[src/rtl/ptcalc_mul_pkg.sv]
// Shared constants and width helpers for the ptcalc multiplier and scaling stages.
package ptcalc_mul_pkg;

  localparam int ROUND_TRUNC   = 0;
  localparam int ROUND_HALF_UP = 1;
  localparam int SAT_WRAP      = 0;
  localparam int SAT_CLIP      = 1;

  function automatic int prod_width(input int a_w, input int b_w);
    return a_w + b_w;
  endfunction

  function automatic logic signed [127:0] sat_max(input int w);
    return (128'sd1 <<< (w - 1)) - 128'sd1;
  endfunction

  function automatic logic signed [127:0] sat_min(input int w);
    return -(128'sd1 <<< (w - 1));
  endfunction

endpackage

[src/rtl/ptcalc_mul_round_sat.sv]
// Combinational shift / round-half-up / saturate-or-wrap of a signed product down to DOUT_WIDTH.
module ptcalc_mul_round_sat
  import ptcalc_mul_pkg::*;
#(
  parameter int P_WIDTH    = 39,
  parameter int DOUT_WIDTH = 39,
  parameter int SHIFT      = 0,
  parameter int ROUND      = ROUND_HALF_UP,
  parameter int SAT        = SAT_CLIP
) (
  input  logic signed [P_WIDTH-1:0]    p_i,
  output logic signed [DOUT_WIDTH-1:0] dout_o,
  output logic                         sat_o
);

  // One guard bit so the rounding constant can never overflow the sum.
  localparam int RW  = P_WIDTH + 1;
  localparam int RSH = (SHIFT > 0) ? SHIFT - 1 : 0;
  localparam logic signed [RW-1:0] RND =
    (ROUND == ROUND_HALF_UP && SHIFT > 0) ? (RW'(1) <<< RSH) : '0;

  logic signed [RW-1:0] r;

  assign r = (RW'(p_i) + RND) >>> SHIFT;

  generate
    if (DOUT_WIDTH >= RW) begin : g_ext
      assign dout_o = DOUT_WIDTH'(r);
      assign sat_o  = 1'b0;
    end else begin : g_clip
      localparam logic signed [DOUT_WIDTH-1:0] MAXV = DOUT_WIDTH'(sat_max(DOUT_WIDTH));
      localparam logic signed [DOUT_WIDTH-1:0] MINV = DOUT_WIDTH'(sat_min(DOUT_WIDTH));
      logic [RW-DOUT_WIDTH:0] hi;
      logic                   clip;

      // Result fits when every bit above the output sign bit matches it.
      assign hi   = r[RW-1:DOUT_WIDTH-1];
      assign clip = !((&hi) || !(|hi));

      always_comb begin
        dout_o = r[DOUT_WIDTH-1:0];
        sat_o  = 1'b0;
        if (SAT == SAT_CLIP && clip) begin
          sat_o  = 1'b1;
          dout_o = r[RW-1] ? MINV : MAXV;
        end
      end
    end
  endgenerate

endmodule

[src/rtl/ptcalc_mul_pipe.sv]
// Pipelined signed multiplier with valid/ready backpressure, scaling and a clip counter.
module ptcalc_mul_pipe
  import ptcalc_mul_pkg::*;
#(
  parameter int A_WIDTH    = 24,
  parameter int B_WIDTH    = 15,
  parameter int DOUT_WIDTH = 39,
  parameter int SHIFT      = 0,
  parameter int ROUND      = ROUND_HALF_UP,
  parameter int SAT        = SAT_CLIP,
  parameter int NUM_STAGE  = 3,
  parameter int CNT_WIDTH  = 16
) (
  input  logic                         ap_clk,
  input  logic                         ap_rst_n,
  input  logic                         in_valid,
  output logic                         in_ready,
  input  logic signed [A_WIDTH-1:0]    din0,
  input  logic signed [B_WIDTH-1:0]    din1,
  output logic                         out_valid,
  input  logic                         out_ready,
  output logic signed [DOUT_WIDTH-1:0] dout,
  output logic                         dout_sat,
  input  logic                         sat_clr,
  output logic [CNT_WIDTH-1:0]         sat_count
);

  localparam int PW = prod_width(A_WIDTH, B_WIDTH);

  logic                         advance;
  logic [NUM_STAGE:1]           vld_pipe_q;
  logic signed [PW-1:0]         rs_in;
  logic signed [DOUT_WIDTH-1:0] rs_dout;
  logic                         rs_sat;
  logic signed [DOUT_WIDTH-1:0] dout_q;
  logic                         dout_sat_q;
  logic [CNT_WIDTH-1:0]         sat_count_q, sat_count_d;

  // Whole pipe moves in lockstep; bubbles are carried, not squeezed out.
  assign advance   = !out_valid || out_ready;
  assign in_ready  = advance;
  assign out_valid = vld_pipe_q[NUM_STAGE];

  always_ff @(posedge ap_clk or negedge ap_rst_n) begin
    if (!ap_rst_n)    vld_pipe_q <= '0;
    else if (advance) vld_pipe_q <= (vld_pipe_q << 1) | NUM_STAGE'(in_valid);
  end

  generate
    if (NUM_STAGE == 1) begin : g_ns1
      assign rs_in = PW'(din0) * PW'(din1);
    end else begin : g_nsn
      logic signed [A_WIDTH-1:0] a_q;
      logic signed [B_WIDTH-1:0] b_q;
      logic signed [PW-1:0]      prod;

      always_ff @(posedge ap_clk) begin
        if (advance) begin
          a_q <= din0;
          b_q <= din1;
        end
      end

      assign prod = PW'(a_q) * PW'(b_q);

      if (NUM_STAGE == 2) begin : g_ns2
        assign rs_in = prod;
      end else begin : g_ns3
        // Post-multiply register chain; retimes into DSP M/P registers.
        logic signed [PW-1:0] p_q [2:NUM_STAGE-1];

        always_ff @(posedge ap_clk) begin
          if (advance) begin
            p_q[2] <= prod;
            for (int s = 3; s < NUM_STAGE; s++) p_q[s] <= p_q[s-1];
          end
        end

        assign rs_in = p_q[NUM_STAGE-1];
      end
    end
  endgenerate

  ptcalc_mul_round_sat #(
    .P_WIDTH    (PW),
    .DOUT_WIDTH (DOUT_WIDTH),
    .SHIFT      (SHIFT),
    .ROUND      (ROUND),
    .SAT        (SAT)
  ) u_round_sat (
    .p_i    (rs_in),
    .dout_o (rs_dout),
    .sat_o  (rs_sat)
  );

  always_ff @(posedge ap_clk or negedge ap_rst_n) begin
    if (!ap_rst_n) begin
      dout_q     <= '0;
      dout_sat_q <= 1'b0;
    end else if (advance) begin
      dout_q     <= rs_dout;
      dout_sat_q <= rs_sat;
    end
  end

  assign dout     = dout_q;
  assign dout_sat = dout_sat_q;

  always_comb begin
    sat_count_d = sat_count_q;
    if (sat_clr)
      sat_count_d = '0;
    else if (out_valid && out_ready && dout_sat_q && !(&sat_count_q))
      sat_count_d = sat_count_q + 1'b1;
  end

  always_ff @(posedge ap_clk or negedge ap_rst_n) begin
    if (!ap_rst_n) sat_count_q <= '0;
    else           sat_count_q <= sat_count_d;
  end

  assign sat_count = sat_count_q;

endmodule

[config.mk]
export PLATFORM = sky130hd
export DESIGN_NAME = ptcalc_mul_pipe
export DESIGN_NICKNAME = d
export VERILOG_FILES = /design/src/rtl/ptcalc_mul_pkg.sv /design/src/rtl/ptcalc_mul_round_sat.sv /design/src/rtl/ptcalc_mul_pipe.sv
export SDC_FILE = /design/constraint.sdc
export NUM_CORES = 1
export LEC_CHECK = 0
export BUFFER_PORTS_ARGS = -buffer_cell sky130_fd_sc_hd__buf_2
export CAP_MARGIN = 40
export CORE_MARGIN = 3
export CORE_UTILIZATION = 25
export CTS_CLUSTER_SIZE = 30
export DETAILED_ROUTE_END_ITERATION = 6
export GPL_TIMING_DRIVEN = 0
export HOLD_SLACK_MARGIN = 0.03
export SKIP_CTS_REPAIR_TIMING = 1
export SYNTH_ARGS = -nofsm -noshare
export SYNTH_HDL_FRONTEND = slang
export SYNTH_SLANG_ARGS = --single-unit
[constraint.sdc]
create_clock -name ap_clk -period 6.2 [get_ports ap_clk]
set_input_delay 1.55 -clock ap_clk [delete_from_list [all_inputs] [get_ports ap_clk]]
set_output_delay 1.55 -clock ap_clk [all_outputs]
set_load 0.02 [all_outputs]
# Word-level counts from Yosys, hierarchy flattened
# Memories as Yosys holds them, arrays and structs flattened. A register that Yosys moved wholly into a read port is not among the register bits.
# Index checks and enable logic that the tools add are counted.
[totals] register_bits=58 mem_bits_rw=39 inputBits=44 output_inout_bits=58 word_cells=13 memories=1
[mem_list] name="g_nsn.g_ns3.p_q" words=1 width=39 rd=1 rd_ports_with_merged_regs=1 wr=1 line="ptcalc_mul_pipe.sv:70" source="logic signed [PW-1:0] p_q [2:NUM_STAGE-1];"
[classes] n_mul=1 mux=3 n_bitwise=1 reduce_logical=3
[op_table] operator="multiplier 24 x 15 -> 39 bit" count=1
[op_table] operator="two-way mux 16 bit" count=1
[op_table] operator="OR 3 x 1 -> 3 bit" count=1
[op_table] operator="logical NOT 1 bit" count=2
[op_table] operator="two-way mux 1 bit" count=2
[op_table] operator="logical OR 1 bit" count=1

# Depth between registers and ports, before layout
[logic_depth] depth_word=4 depth_mapped=24 ltp_nobuf=22

# Cells and area by module
# A second synthesis with hierarchy kept.
[unflattened] cells_unflattened=1697 area_unflattened_um2=17493.0
[by_module_without_submodules] module="ptcalc_mul_pipe" instances=1 cells_per_inst=1656 area_per_inst_um2=17189.0 seq_area_each_um2=3818.7
[by_module_without_submodules] module="ptcalc_mul_round_sat" instances=1 cells_per_inst=41 area_per_inst_um2=304.0 seq_area_each_um2=0.0

# Worst setup path before layout
# No wires, ideal clock.
[synth_path] kind="register to register" start="reg g_nsn.a_q[23]" end="mem g_nsn.g_ns3.p_q[2][38] (netlist bit), data pin" setup_time_ns=0.261 t_arrival_ns=5.843 t_required_ns=5.939 slack_ns=0.096 path_stages_with_launch=24 path_buffers=1 period_less_slack_ns=6.104 cell_sequence="edfxtp_1 -> clkbuf_1 -> nand2_1 -> inv_1 -> fa_1 -> inv_1 -> fa_1 -> inv_1 -> fa_1 -> fa_1 -> inv_1 -> fa_1 -> fa_1 -> inv_1 -> ha_1 -> o21ai_0 -> a21oi_1 -> a221o_1 -> a211oi_2 -> nor2_1 -> a21o_1 -> a211o_1 -> a21oi_2 -> xor2_1"
[synth_between] elab_chain_len=1
[synth_lines] element="start, declared" line="ptcalc_mul_pipe.sv:53" source="logic signed [A_WIDTH-1:0] a_q;"
[synth_lines] element="start signal, assigned" line="ptcalc_mul_pipe.sv:59" source="a_q <= din0;"
[synth_lines] element="multiplier 24 x 15 -> 39 bit" line="ptcalc_mul_pipe.sv:64" source="assign prod = PW'(a_q) * PW'(b_q);"
[synth_lines] element="via g_nsn.prod[38]" line="ptcalc_mul_pipe.sv:55" source="logic signed [PW-1:0] prod;"
[synth_lines] element="end, declared" line="ptcalc_mul_pipe.sv:70"
# The timed path passes the listed nets, and every way through them passes these cells.

# Worst setup path in the final report
[layout_path] start="reg g_nsn.b_q[8]" end="mem g_nsn.g_ns3.p_q[2][38] (netlist bit), data pin"
[layout_between] elab_chain_len=1
[layout_lines] element="start, declared" line="ptcalc_mul_pipe.sv:54" source="logic signed [B_WIDTH-1:0] b_q;"
[layout_lines] element="start signal, assigned" line="ptcalc_mul_pipe.sv:60" source="b_q <= din1;"
[layout_lines] element="multiplier 24 x 15 -> 39 bit" line="ptcalc_mul_pipe.sv:64"
[layout_lines] element="via g_nsn.prod[38]" line="ptcalc_mul_pipe.sv:55"
# The timed path passes the listed nets, and every way through them passes these cells.

==> summary.md <==
| Metric | Value |
|---|---|
| Status | finished, violations left |
| Failing checks | negative setup slack |
| Worst skew pair latency | 460 ps |
| Final ANT Viol Nets | 0 |
| Synth warn | 0 |
| Starting Density | 25.3% |
| WHS | 463 ps |
| CTS H-tree depth | 4 |
| Synth Cell Area | 0.0167 mm² |
| Crit path kind | reg2reg |
| # DRC | 0 |
| Initial antenna violation count | 1 |
| CTS tree | built |
| Sequential area share after synthesis | 20.3% |
| Final period utilization | 104% |
| Detail Placement HPWL | 36300 µm |
| Placed cell areas | 0.0183 mm² |
| Grt ovf | 0 |
| Mean Syn Cell Area | 10.3 µm² |
| Critical path arrival | 6670 ps |
| Max Clock Skew | 18.5 ps |
| CTS max path bufs | 2 |
| #FFs+latches synth | 120 |
| Die Wd | 265 µm |
| CP most frequent cell | fa_1 |
| Area of the multi-input gates | 0.0121 mm² |
| Worst hold path type | reg2reg |
| Routed wire per std cell | 16.7 µm |
| MaxCap Viol Count | 0 |
| Register area | 0.00339 mm² |
| Core Region | 0.0660 mm² |
| Clk sinks | 120 |
| Crit path cell chain | buf_6 -> nand2_1 -> fa_1 -> inv_1 -> fa_1 -> fa_2 -> fa_1 -> fa_1 -> inv_1 -> fa_1 -> inv_1 -> ha_2 -> a211oi_4 -> o211ai_1 -> a221o_2 -> a211oi_4 -> nor2_4 -> a21o_1 -> a211o_1 -> a21oi_2 -> xor2_1 |
| Startpoint Class | flip-flop |
| Clock-pin slew on the worst setup and hold paths | 60 ps |
| Crit path max-delay cell type | fa_2 |
| Layout fillers | 6771 |
| RSZ-0062 raised after global routing | true |
| CP max stage delay | 640 ps |
| Worst relative slew slack | 48.5% |
| Initial DRT Pass Iterations | 6 |
| CP max FO | 10 |
| Crit path capture type | flip-flop |
| Die ar. | 0.0700 mm² |
| Final core occ | 30.9% |
| Main flop type after synthesis | edfxtp_1 |
| # setup viols final | 11 |
| Top delay family on crit path | adder cells |
| Clock period minus worst slack | 6480 ps |
| Routed vias | 11700 |
| Layout area overhead | 22.2% |
| First-pass GRT wire length | 71200 µm |
| Final Hold Fails | 0 |
| Vias in the first global route | 12800 |
| DR iter-0 viols | 652 |
| Max Fclk | 154 MHz |
| Worst-margin pin slew | 773 ps |
| Die Height | 265 µm |
| Slew Limit Fails | 0 |
| Row Count | 94 |
| Gate Count Post-Synth | 1621 |
| GP Congestion | 0.907 |
| Critical Path RT | 6400 ps |
| Final WS setup | -276 ps |
| Async set or reset register ratio after synthesis | 35.0% |
| Cell area after layout | 0.0204 mm² |
| Buf+Inv Stages, Crit Path | 4 |
| Nets | 2316 |
| WL final | 45300 µm |
| Root Driver | clkbuf_16 |
| Netlist cell types | 53 |
| Number of synthesized flops with an enable pin | 78 |
| Top Ports | 102 |
| Share of layout cells above drive strength 1 | 22.6% |
| Total GRT Usage | 13.3% |
| # port buffers | 83 |
| Routed vias/inst | 4.32 |
| Largest net degree at the start of global routing | 56 |
| Cts bufs inserted | 17 |
-- final cells by class --
cell class | count | area share, %
Multi-Input combinational cell | 1075 | 59.3
Sequential cell | 120 | 16.6
Inverter | 365 | 6.73
Timing Repair Buffer | 179 | 6.20
Tap cell | 864 | 5.30
Buffer | 75 | 3.14
Clock buffer | 20 | 2.24
Clock inverter | 12 | 0.503
Antenna cell | 1 | 0.0123
-- synthesized netlist by cell type (8+ instances only) --
library cell,n,area share [%]
edfxtp_1,78,14
a21oi_1,33,0.99
ha_1,100,7.5
mux2_2,41,2.8
o21ai_0,15,0.45
fa_1,339,41
clkbuf_1,60,1.3
nand3_1,8,0.24
inv_1,364,8.2
xnor2_1,30,1.6
dfrtp_1,42,6.3
nor2_1,48,1.1
buf_4,17,0.76
and2_1,126,4.7
nand2_1,230,5.2
nand2b_1,10,0.37
-- worst reg2reg max path: cells and delay by family (launching register included) --
family	cells	cell delay [ps]
adders and majority gates	7	3250
AOI/OAI and AO/OA	7	1790
buffers and inverters	4	380
DFF	1	540
and+or+nand+nor	2	190
xor gates and xnor gates	1	80
-- kinds of logic (layout without fill, tap and decap cells) --
logic type / count (synthesis) / count (layout) / synth area share (%)
other: 1 / 18 / 0.0224
buffers and inverters: 442 / 651 / 10.3
adder cells (fa/ha/maj): 439 / 439 / 48.1
flip-flops: 120 / 120 / 20.3
AO/OA/AOI/OAI: 103 / 103 / 4.32
XOR/XNOR: 37 / 37 / 1.94
multiplexers: 41 / 41 / 2.76
AND/OR/NAND/NOR: 438 / 438 / 12.2
-- registers in the layout, indices dropped and copies added (netlist names) --
name and cells:
g_nsn.a_q 24, vld_pipe_q 3, g_nsn.b_q 15, dout 39, g_nsn.g_ns3.p_q 39
-- final timing paths --
path / startpoint / endpoint / slack (ps) / cells past startpoint
max reg2reg: g_nsn.b_q[8]$_DFFE_PP_ / g_nsn.g_ns3.p_q[2][38]$_DFFE_PP_ / -280 / 21
min in group asynchronous: ap_rst_n / dout[10]$_DFFE_PN0P_ / 940 / 1
max in group asynchronous: ap_rst_n / dout[29]$_DFFE_PN0P_ / 4770 / 2
max: g_nsn.b_q[8]$_DFFE_PP_ / g_nsn.g_ns3.p_q[2][38]$_DFFE_PP_ / -280 / 21
min: vld_pipe_q[2]$_DFFE_PN0P_ / vld_pipe_q[3]$_DFFE_PN0P_ / 460 / 1
min reg2reg: vld_pipe_q[2]$_DFFE_PN0P_ / vld_pipe_q[3]$_DFFE_PN0P_ / 460 / 1
-- per-stage QoR --
step	worst slack (ps)	instances	setup TNS, ps
global placement	-2010	2584	-51770
global route	-448	2710	-3280
detailed placement	-1430	2586	-19710
floorplan	96.2	1637	0
CTS	-1480	2618	-20620
finish	-276	2711	-1200
-- cell usage in the layout, fill, tap and decap left out, types with 23 or more instances in the layout --
cell type	n
a21oi_1	23
and2_1	119
buf_2	86
buf_4	107
buf_6	31
dfrtp_1	42
edfxtp_1	78
fa_1	328
ha_1	81
inv_1	351
mux2_2	41
nand2_1	229
nor2_1	45
xnor2_1	30
-- layer usage --
layer  vias to the layer above  routed length, µm  part of all wire, %  GRT usage (%)
li1                       5242                  -                    -              -
met1                      6112              18700                   41           16.5
met2                       304              23300                   51           23.6
met3                        57               2410                  5.3           2.32
met4                         0                991                  2.2           3.61
met5                         -                  0                    0              0
Power is not shown: default switching activity piles up to over one toggle a cycle in this logic, so the estimate is an artifact.
